[src/rtl/bus_pkg.sv]
// Shared serial-bus definitions used by both the bus master and the slave endpoint.
//   slv_state_t : slave transaction phases
//   ADDR_BITS   : serial address width (LSB first on the wire)
//   DATA_BITS   : serial data width
//   ACK_CYCLES  : length of every acknowledge window
package bus_pkg;

    localparam int unsigned ADDR_BITS  = 16;
    localparam int unsigned DATA_BITS  = 8;
    localparam int unsigned ACK_CYCLES = 4;

    typedef enum logic [2:0] {
        IDLE  = 3'd0,
        ADDR  = 3'd1,
        ACKA  = 3'd2,
        WDATA = 3'd3,
        ACKW  = 3'd4,
        RDATA = 3'd5
    } slv_state_t;

endpackage

[src/rtl/counter.sv]
// Shared up-counter with synchronous clear.
//   CLK, RSTN : clock, asynchronous active-high reset
//   rst       : synchronous clear, wins over incr
//   incr      : count enable
//   cnt_o     : current count
module counter #(
    parameter int unsigned WIDTH = 4
) (
    input  logic             CLK,
    input  logic             RSTN,
    input  logic             rst,
    input  logic             incr,
    output logic [WIDTH-1:0] cnt_o
);

    logic [WIDTH-1:0] cnt_q;

    always_ff @(posedge CLK or posedge RSTN) begin
        if (RSTN) begin
            cnt_q <= '0;
        end else if (rst) begin
            cnt_q <= '0;
        end else if (incr) begin
            cnt_q <= cnt_q + WIDTH'(1);
        end
    end

    assign cnt_o = cnt_q;

endmodule

[src/rtl/bus_slave.sv]
// Serial-bus slave endpoint: deserialises address/write data, decodes its
// address window, acks hits, commits writes to a local byte register file and
// serialises read data back MSB first.
//   CLK, RSTN        : clock, asynchronous active-high reset
//   B_UTIL           : master drives / consumes a valid bit this cycle
//   B_RW             : 1 = write, 0 = read (latched on address bit 0)
//   B_BUS_IN         : serial data from master
//   B_BUS_OUT        : serial read data to master
//   B_ACK            : acknowledge during ack windows
//   S_WEN            : one-cycle pulse on write commit
//   S_WADDR, S_WDATA : offset and data of the committed write
module bus_slave
    import bus_pkg::*;
#(
    parameter logic [ADDR_BITS-1:0] BASE_ADDR  = 16'h1000,
    parameter int unsigned          DEPTH_LOG2 = 4
) (
    input  logic                  CLK,
    input  logic                  RSTN,
    input  logic                  B_UTIL,
    input  logic                  B_RW,
    input  logic                  B_BUS_IN,
    output logic                  B_BUS_OUT,
    output logic                  B_ACK,
    output logic                  S_WEN,
    output logic [DEPTH_LOG2-1:0] S_WADDR,
    output logic [DATA_BITS-1:0]  S_WDATA
);

    localparam int unsigned DEPTH = 1 << DEPTH_LOG2;
    localparam int unsigned CNT_W = 4;
    // Bit 0 is taken in IDLE, so the counter sees bits 1..15 as 0..14.
    localparam logic [CNT_W-1:0] CNT_ADDR_LAST = CNT_W'(ADDR_BITS - 2);
    localparam logic [CNT_W-1:0] CNT_DATA_LAST = CNT_W'(DATA_BITS - 1);
    localparam logic [CNT_W-1:0] CNT_ACK_LAST  = CNT_W'(ACK_CYCLES - 1);

    slv_state_t state_q, state_d;

    logic [CNT_W-1:0]      cnt;
    logic                  cnt_clr, cnt_incr;
    logic                  rw_q;
    logic [ADDR_BITS-2:0]  addr_q;
    logic [DATA_BITS-2:0]  wd_q;
    logic                  hit_q;
    logic [DEPTH_LOG2-1:0] off_q;
    logic [DATA_BITS-1:0]  rd_q, rd_d;
    logic [DATA_BITS-1:0]  mem_q [DEPTH];

    logic [ADDR_BITS-1:0]  addr_full, addr_diff;
    logic [DATA_BITS-1:0]  wbyte;
    logic [DEPTH_LOG2-1:0] off_calc;
    logic                  hit_calc, hit_now;
    logic                  last_addr, commit;
    logic                  ack_d, bus_out_d, wen_d;
    logic [DEPTH_LOG2-1:0] waddr_d;
    logic [DATA_BITS-1:0]  wdata_d;

    // Full words are completed by the bit arriving this cycle.
    assign addr_full = {B_BUS_IN, addr_q};
    assign wbyte     = {B_BUS_IN, wd_q};
    assign addr_diff = addr_full - BASE_ADDR;
    assign hit_calc  = 32'(addr_diff) < DEPTH;
    assign off_calc  = addr_full[DEPTH_LOG2-1:0] - BASE_ADDR[DEPTH_LOG2-1:0];
    assign last_addr = (state_q == ADDR) && B_UTIL && (cnt == CNT_ADDR_LAST);
    assign commit    = (state_q == WDATA) && B_UTIL && (cnt == CNT_DATA_LAST);
    assign hit_now   = last_addr ? hit_calc : hit_q;

    counter #(.WIDTH(CNT_W)) u_cnt (
        .CLK   (CLK),
        .RSTN  (RSTN),
        .rst   (cnt_clr),
        .incr  (cnt_incr),
        .cnt_o (cnt)
    );

    // State register
    always_ff @(posedge CLK or posedge RSTN) begin
        if (RSTN) state_q <= IDLE;
        else      state_q <= state_d;
    end

    // Next-state logic
    always_comb begin
        state_d = state_q;
        unique case (state_q)
            IDLE:  if (B_UTIL) state_d = ADDR;
            ADDR:  begin
                if (!B_UTIL)                     state_d = IDLE;
                else if (cnt == CNT_ADDR_LAST)   state_d = ACKA;
            end
            ACKA:  begin
                if (cnt == CNT_ACK_LAST) begin
                    if (!hit_q)    state_d = IDLE;
                    else if (rw_q) state_d = WDATA;
                    else           state_d = RDATA;
                end
            end
            WDATA: begin
                if (!B_UTIL)                     state_d = IDLE;
                else if (cnt == CNT_DATA_LAST)   state_d = ACKW;
            end
            ACKW:  if (cnt == CNT_ACK_LAST) state_d = IDLE;
            RDATA: if (B_UTIL && (cnt == CNT_DATA_LAST)) state_d = IDLE;
            default: state_d = IDLE;
        endcase
    end

    // Output / datapath next values; outputs follow the state being entered.
    always_comb begin
        cnt_clr   = (state_d != state_q);
        cnt_incr  = 1'b0;
        ack_d     = 1'b0;
        wen_d     = commit;
        waddr_d   = S_WADDR;
        wdata_d   = S_WDATA;
        rd_d      = rd_q;
        bus_out_d = 1'b0;

        unique case (state_q)
            ADDR, WDATA, RDATA: cnt_incr = B_UTIL;
            ACKA, ACKW:         cnt_incr = 1'b1;
            default:            cnt_incr = 1'b0;
        endcase

        if (commit) begin
            waddr_d = off_q;
            wdata_d = wbyte;
        end

        if ((state_q == ACKA) && (state_d == RDATA)) begin
            rd_d = mem_q[off_q];
        end else if ((state_q == RDATA) && B_UTIL) begin
            rd_d = rd_q << 1;
        end

        ack_d     = ((state_d == ACKA) && hit_now) || (state_d == ACKW);
        bus_out_d = (state_d == RDATA) ? rd_d[DATA_BITS-1] : 1'b0;
    end

    // Registered outputs, shift registers and register file
    always_ff @(posedge CLK or posedge RSTN) begin
        if (RSTN) begin
            B_ACK     <= 1'b0;
            B_BUS_OUT <= 1'b0;
            S_WEN     <= 1'b0;
            S_WADDR   <= '0;
            S_WDATA   <= '0;
            rw_q      <= 1'b0;
            addr_q    <= '0;
            wd_q      <= '0;
            hit_q     <= 1'b0;
            off_q     <= '0;
            rd_q      <= '0;
            for (int i = 0; i < DEPTH; i++) mem_q[i] <= '0;
        end else begin
            B_ACK     <= ack_d;
            B_BUS_OUT <= bus_out_d;
            S_WEN     <= wen_d;
            S_WADDR   <= waddr_d;
            S_WDATA   <= wdata_d;
            rd_q      <= rd_d;
            if ((state_q == IDLE) && B_UTIL) rw_q <= B_RW;
            if (((state_q == IDLE) || (state_q == ADDR)) && B_UTIL)
                addr_q <= {B_BUS_IN, addr_q[ADDR_BITS-2:1]};
            if (last_addr) begin
                hit_q <= hit_calc;
                off_q <= off_calc;
            end
            if ((state_q == WDATA) && B_UTIL) wd_q <= {B_BUS_IN, wd_q[DATA_BITS-2:1]};
            if (commit) mem_q[off_q] <= wbyte;
        end
    end

endmodule
[config.mk]
export PLATFORM = sky130hd
export DESIGN_NAME = bus_slave
export DESIGN_NICKNAME = d
export VERILOG_FILES = /design/src/rtl/bus_pkg.sv /design/src/rtl/counter.sv /design/src/rtl/bus_slave.sv
export SDC_FILE = /design/constraint.sdc
export NUM_CORES = 1
export LEC_CHECK = 0
export CAP_MARGIN = 40
export CORE_MARGIN = 3
export CORE_UTILIZATION = 45
export DETAILED_ROUTE_END_ITERATION = 16
export GPL_ROUTABILITY_DRIVEN = 0
export PLACE_DENSITY_LB_ADDON = 0.12
export SETUP_SLACK_MARGIN = 0.5
export SYNTH_ARGS = -nofsm -noshare
export SYNTH_HDL_FRONTEND = slang
export SYNTH_SLANG_ARGS = --single-unit
[constraint.sdc]
create_clock -name CLK -period 14.45 [get_ports CLK]
set_input_delay 2.1675 -clock CLK [delete_from_list [all_inputs] [get_ports CLK]]
set_output_delay 2.1675 -clock CLK [all_outputs]
set_load 0.01 [all_outputs]
* Word-level counts from Yosys, hierarchy flattened
Index checks and enable logic that the tools add are counted.
** Cells by class
- Add/subtract/negate cells :: 2
- Multiply operators :: 0
- Div/mod/pow operators :: 0
- $lt $le $gt $ge :: 3
- Equality and inequality tests :: 12
- Shifts and indexed selects :: 0
- Mux-type cells :: 24
- Bitwise gates (word level) :: 1
- Reduce and logical (&&, ||, !) cells :: 18
** Operator list (count)
- $bwmux 128 :: 1
- $mux 8 :: 5
- $bmux 8 s4 :: 1
- $demux 8 s4 :: 1
- $mux 3 :: 10
- $pmux 3 s6 :: 1
- $lt 16x5->1 const B :: 1
- $sub 16x13->16 const B :: 1
- $eq 3x3->1 const B :: 4
- $logic_and 1x1->1 :: 11
- $eq 3x2->1 const B :: 3
- $mux 4 :: 2
- $ge 5x5->1 const B :: 1
- $lt 5x1->1 const B :: 1
- $not 4->5 :: 1
- $add 4x1->4 const B :: 1
- $eq 4x2->1 const B :: 1
- $eq 4x3->1 const B :: 1
- $eq 4x4->1 const B :: 1
- $reduce_bool 2->1 :: 2
- $eq 3x1->1 const B :: 1
- $logic_not 3->1 :: 1
- $ne 3x3->1 :: 1
- $reduce_or 3->1 :: 1
- other kinds (4) :: 6
** Storage, ports and cells
- Register bits after elaboration :: 186
- Latch bits :: 0
- Memory bits (writable) :: 0
- Memory bits (read-only) :: 0
- Input port bits :: 5
- Output and inout port bits :: 15
- Memories kept :: 0

* Longest topological paths before layout
- Word-level depth :: 8
- Gate-level depth with buffers :: 8

* Hierarchy
A second synthesis with hierarchy kept.
** Second synthesis, totals
- Cells, all modules :: 617
- Area total of the unflattened synthesis :: 8471.9 sq um
** By module, submodules not included
- bus_slave :: instances 1, cells an instance 600, area an instance 8275.4 sq um, sequential area each 4554.4 sq um
- counter :: instances 1, cells an instance 17, area an instance 196.4 sq um, sequential area each 100.1 sq um

* Worst setup path before layout
OpenSTA, ideal clock, no wires.
- Path type :: input-to-reg
- From :: in B_UTIL
- To :: reg mem_q[100] (netlist bit)
- Library setup time :: 0.125 ns
- Data arrival time :: 3.533 ns
- Required time :: 14.325 ns
- Setup slack :: 10.793 ns
- Cell stages on the path :: 6
- Buffers on the path :: 2
- Cell sequence :: buf_4 > nand4b_4 > buf_2 > nor4_2 > nand3_1 > mux2_2
** Between the ends
- Cells in the longest elaborated chain, start to end :: 2
** Ends and longest elaborated chain
- start, declared :: RTL line bus_slave.sv:20 : input logic B_UTIL,
- $logic_and 1x1->1 (2 in a row) :: RTL line bus_slave.sv:65 : assign commit = (state_q == WDATA) && B_UTIL && (cnt == CNT_DATA_LAST);
- end signal, assigned by index :: RTL line bus_slave.sv:170 : if (commit) mem_q[off_q] <= wbyte;
- end, declared :: RTL line bus_slave.sv:47 : logic [DATA_BITS-1:0] mem_q [DEPTH];
Every way passes these cells.
A chain may end at the register's enable or synchronous reset.

* Final worst setup path
- From :: in B_UTIL
- To :: reg mem_q[60] (netlist bit)
The elaborated chain is that of the path after synthesis.

==> reports/results.env <==
YOSYS.CELL_TYPES.COUNT=55
YOSYSMOSTFREQUENTCELL='dfrtp_1'
SETUP_VIOLATIONS=0
PERIOD_NEEDED_PS=4480
FINISH.CELL_COUNT_WITHOUT_FILLERS=800
YS.WARNINGS.COUNT=0
CP-STARTPOINT='B_UTIL'
FINAL_CORE_UTIL_PCT=51.6
LEADING_POST_SYNTHESIS_CELLS_BY_CELL_AREA='dfrtp_1 (55%), mux2_2 (22%), mux4_2 (9.3%)'
INITIAL_UTILIZATION_PCT=46.3
DRIVE_GT1_SHARE_PCT=45.9
SYNTH-SEQ-AREA-SHARE_PCT=55.2
CRITPATHSLOWESTCELL='clkdlybuf4s50_1'
WORST_PIN_SLEW_PS=838
WORST_HOLD_PATH_TYPE='reg2reg'
FP-ROW-COUNT=49
PIN_COUNT=20
CTS.REPAIR_TIMING.SETUP_BUFFER_COUNT=0
CTS-BUFFERS-INSERTED=17
PLACEMENT.SETUP.WORST_SLACK_PS=9490
GLOBAL_ROUTE.USAGE.TOTAL_PCT=18.6
CLOCK.FMAX_MHz=223
CLOCK_SKEW_PS=8.02
INSERTEDDIODECOUNT=0
POST_SYNTH.CELL_AREA_AVG_UM2=15.2
SYNTH_TOP_AREA_SHARE_PCT=55.2
TRITONCTS='built'
DIE_AREA_UM2=20400
ROUTE.VIAS.TOTAL=4567
POWER_mW=1.15
R2R-START='state_q[1]'
SYNTH.NET_COUNT=560
POSTSYNTHCELLCOUNT=553
PLACEABLECOREAREA_UM2=18200
TIMING.FINAL.HOLD_VIOLATIONS=0
CLK_PIN_SLEW_PS=70
ANTENNA_VIOLATING_NETS_POST_ROUTE=0
CLOCK_SINKS=186
NFILLCELLS=1541
CRIT_FAMILY='simple AND/OR/NAND/NOR gates'
CP-START-KIND='input port'
PORTBUFFERS=19
YS_TOP_CELLS_BY_COUNT='dfrtp_1 (186), mux2_2 (167), mux4_2 (35)'
WORST_HOLD_SLACK_AFTER_FINAL_LAYOUT_PS=482
SYN2LAYOUT_AREA_GROWTH_PCT=11.3
WORST_EP_ARRIVAL_TIME_PS=4790
SYNTH_EDF_COUNT=0
ROUTED_WIRELENGTH_UM=17500
FINALCRITPERIODSHARE_PCT=31.0
CTS-HOLD-FIX-BUFFERS=0
YS.FLOP_TYPE='dfrtp_1'
NUMBER_OF_GLOBAL_ROUTE_VIAS_BEFORE_REPAIR=4833
CTS_ROOT_BUFFER='clkbuf_16'
REMAINING_DRCS=0
SYNTHARSTFLOPSHARE_PCT=100
POST_DETAILED_PLACEMENT_HALF_PERIMETER_WIRELENGTH_UM=11400
P_LEAK_nW=4.42
TNS_PS=0
GLOBALROUTE.TOTALOVERFLOW=0
DP_CELLS=768
CRIT_PATH_END_KIND='register'
GRT_ANTENNA_BEFORE_REPAIR=0
GRT_SETUP_UNREPAIRED='no'
NUM-NETS-FINAL=565
CLK-INSERTION-DELAY-LATE_PS=430
GRT_START_MAX_NET_PINS=114
SYNTH.CELL_AREA_UM2=8430
VDD.IR_DROP.WORST_mV=0.0833
DETAILED_ROUTING_ITERATIONS_PASS_1=6
WORST_PATH_MAX_STAGE_DELAY_PS=680
DESIGN_AREA_UM2=9390
MIN_FROM='rd_q[3]'
CTS-RESIZED-GATES=0
SYNTH_TOP_CELL_BY_AREA='dfrtp_1'
SYNTH-SEQ-CELLS=186
OUTCOME='finished clean'
FP.DIEW_UM=143
TIMING.MAX_SLEW.REL_SLACK_PCT=43.9
DIE_Y_UM=143
VIA_PER_INST=5.71
TIMING.CRITICAL_PATH.CELLS='clkdlybuf4s50_1, nand4b_4, nor2_8, nand3b_2, or3_1, mux2_1'
FINALWORSTSETUPSLACK_PS=9970
CRIT_REQUIRED_PS=14760
POST_DRT_WL_PER_CELL_UM=21.8
P_PER_AREA_nW_PER_UM2=122
GRT_FIRST_PASS_WIRELENGTH_UM=28500
CP_NUM_BUF_INV=1
CRITICAL_PATH_CLASS='in2reg'
H-TREE-DEPTH=4
INITIAL_DRT_MARKERS=216
CRIT_PATH_MAX_FANOUT=18
DETAILED_PLACE.AREA_UM2=8800
MAX_CAP_VIOLATIONS=0
MAX_BUFFERS_ROOT_TO_SINK=2
FINALMAXSLEWVIOLATIONS=0
final timing paths:
kind	endpoint	slack (ps)	cells after the start
worst max-delay path	mem_q[60]	9970	6
max in group asynchronous	mem_q[7]	10970	4
worst min-delay path	rd_q[4]	480	2
min in group asynchronous	rd_q[4]	2300	2
worst min register to register	rd_q[4]	480	2
worst max register to register	mem_q[60]	11740	5
layer usage:
layer	vias to the layer above	part of all wire (%)	global-route usage (%)
li1	2056	-	-
met1	2435	47	26.6
met3	17	3.1	3.01
met4	0	1.2	5.40
met2	59	49	29.7
met5	-	0	0
state kept, by name, indices dropped and copies added, names as in the netlist:
name         count
S_WDATA          8
S_WADDR          4
rw_q             1
addr_q          15
off_q            4
hit_q            1
mem_q          128
B_ACK            1
u_cnt.cnt_o      4
wd_q             7
state_q          3
B_BUS_OUT        1
rd_q             8
S_WEN            1
worst reg2reg max path: stages, from the launching register on:
cell and delay, ps:
dfrtp_1 610, nand4b_4 330, nor2_8 440, nand3b_2 200, or3_1 600, mux2_1 400
cells in the final DEF (no fill, tap or decap), types with 2 or more instances in the layout:
master and instances:
inv_8 3, nand3b_1 2, mux2_1 2, mux4_1 3
clkbuf_16 17, mux2i_1 2, mux4_2 35, nor4_1 2
nand2_1 17, or3_1 3, nand2b_1 6, clkbuf_8 2
a221o_1 2, buf_4 6, nand3b_2 2, and3_1 4
nor4b_1 2, mux2_2 167, xnor2_1 2, dfrtp_1 185
nor2_1 6, nand3_1 16, ha_1 2, nor3_1 4
clkdlybuf4s50_1 19, clkinvlp_4 3, a21oi_1 3, o21ai_0 6
nor2_2 9, nand4_1 2, inv_6 6, inv_1 2
layout make-up:
cell class              count  area, um2  share of cell area [%]
repair buffers             27        278                    2.96
clock buffers              20        457                    4.86
clock inverters            12        128                    1.36
inverters                   3       18.8                   0.200
multi-input cells         323       3570                    38.0
well taps                 229        287                    3.05
flip-flops and latches    186       4660                    49.6
cell families (layout without fill, tap and decap cells):
group	Yosys count	in the layout	share of synthesized area [%]
DFF	186	186	55.2
adders and majority gates	2	2	0.297
muxes	210	210	33.4
and+or+nand+nor	89	89	6.74
xor gates and xnor gates	3	3	0.312
AOI/OAI and AO/OA	19	19	1.56
buffers and inverters	44	62	2.52
power breakdown:
group          internal [mW]  leakage [nW]  total (mW)  switching, mW
clock network          0.253         0.279       0.464          0.211
logic                 0.0492          1.57      0.0991         0.0499
registers              0.553          2.57       0.582         0.0289
(Power assumes the default switching activity.)
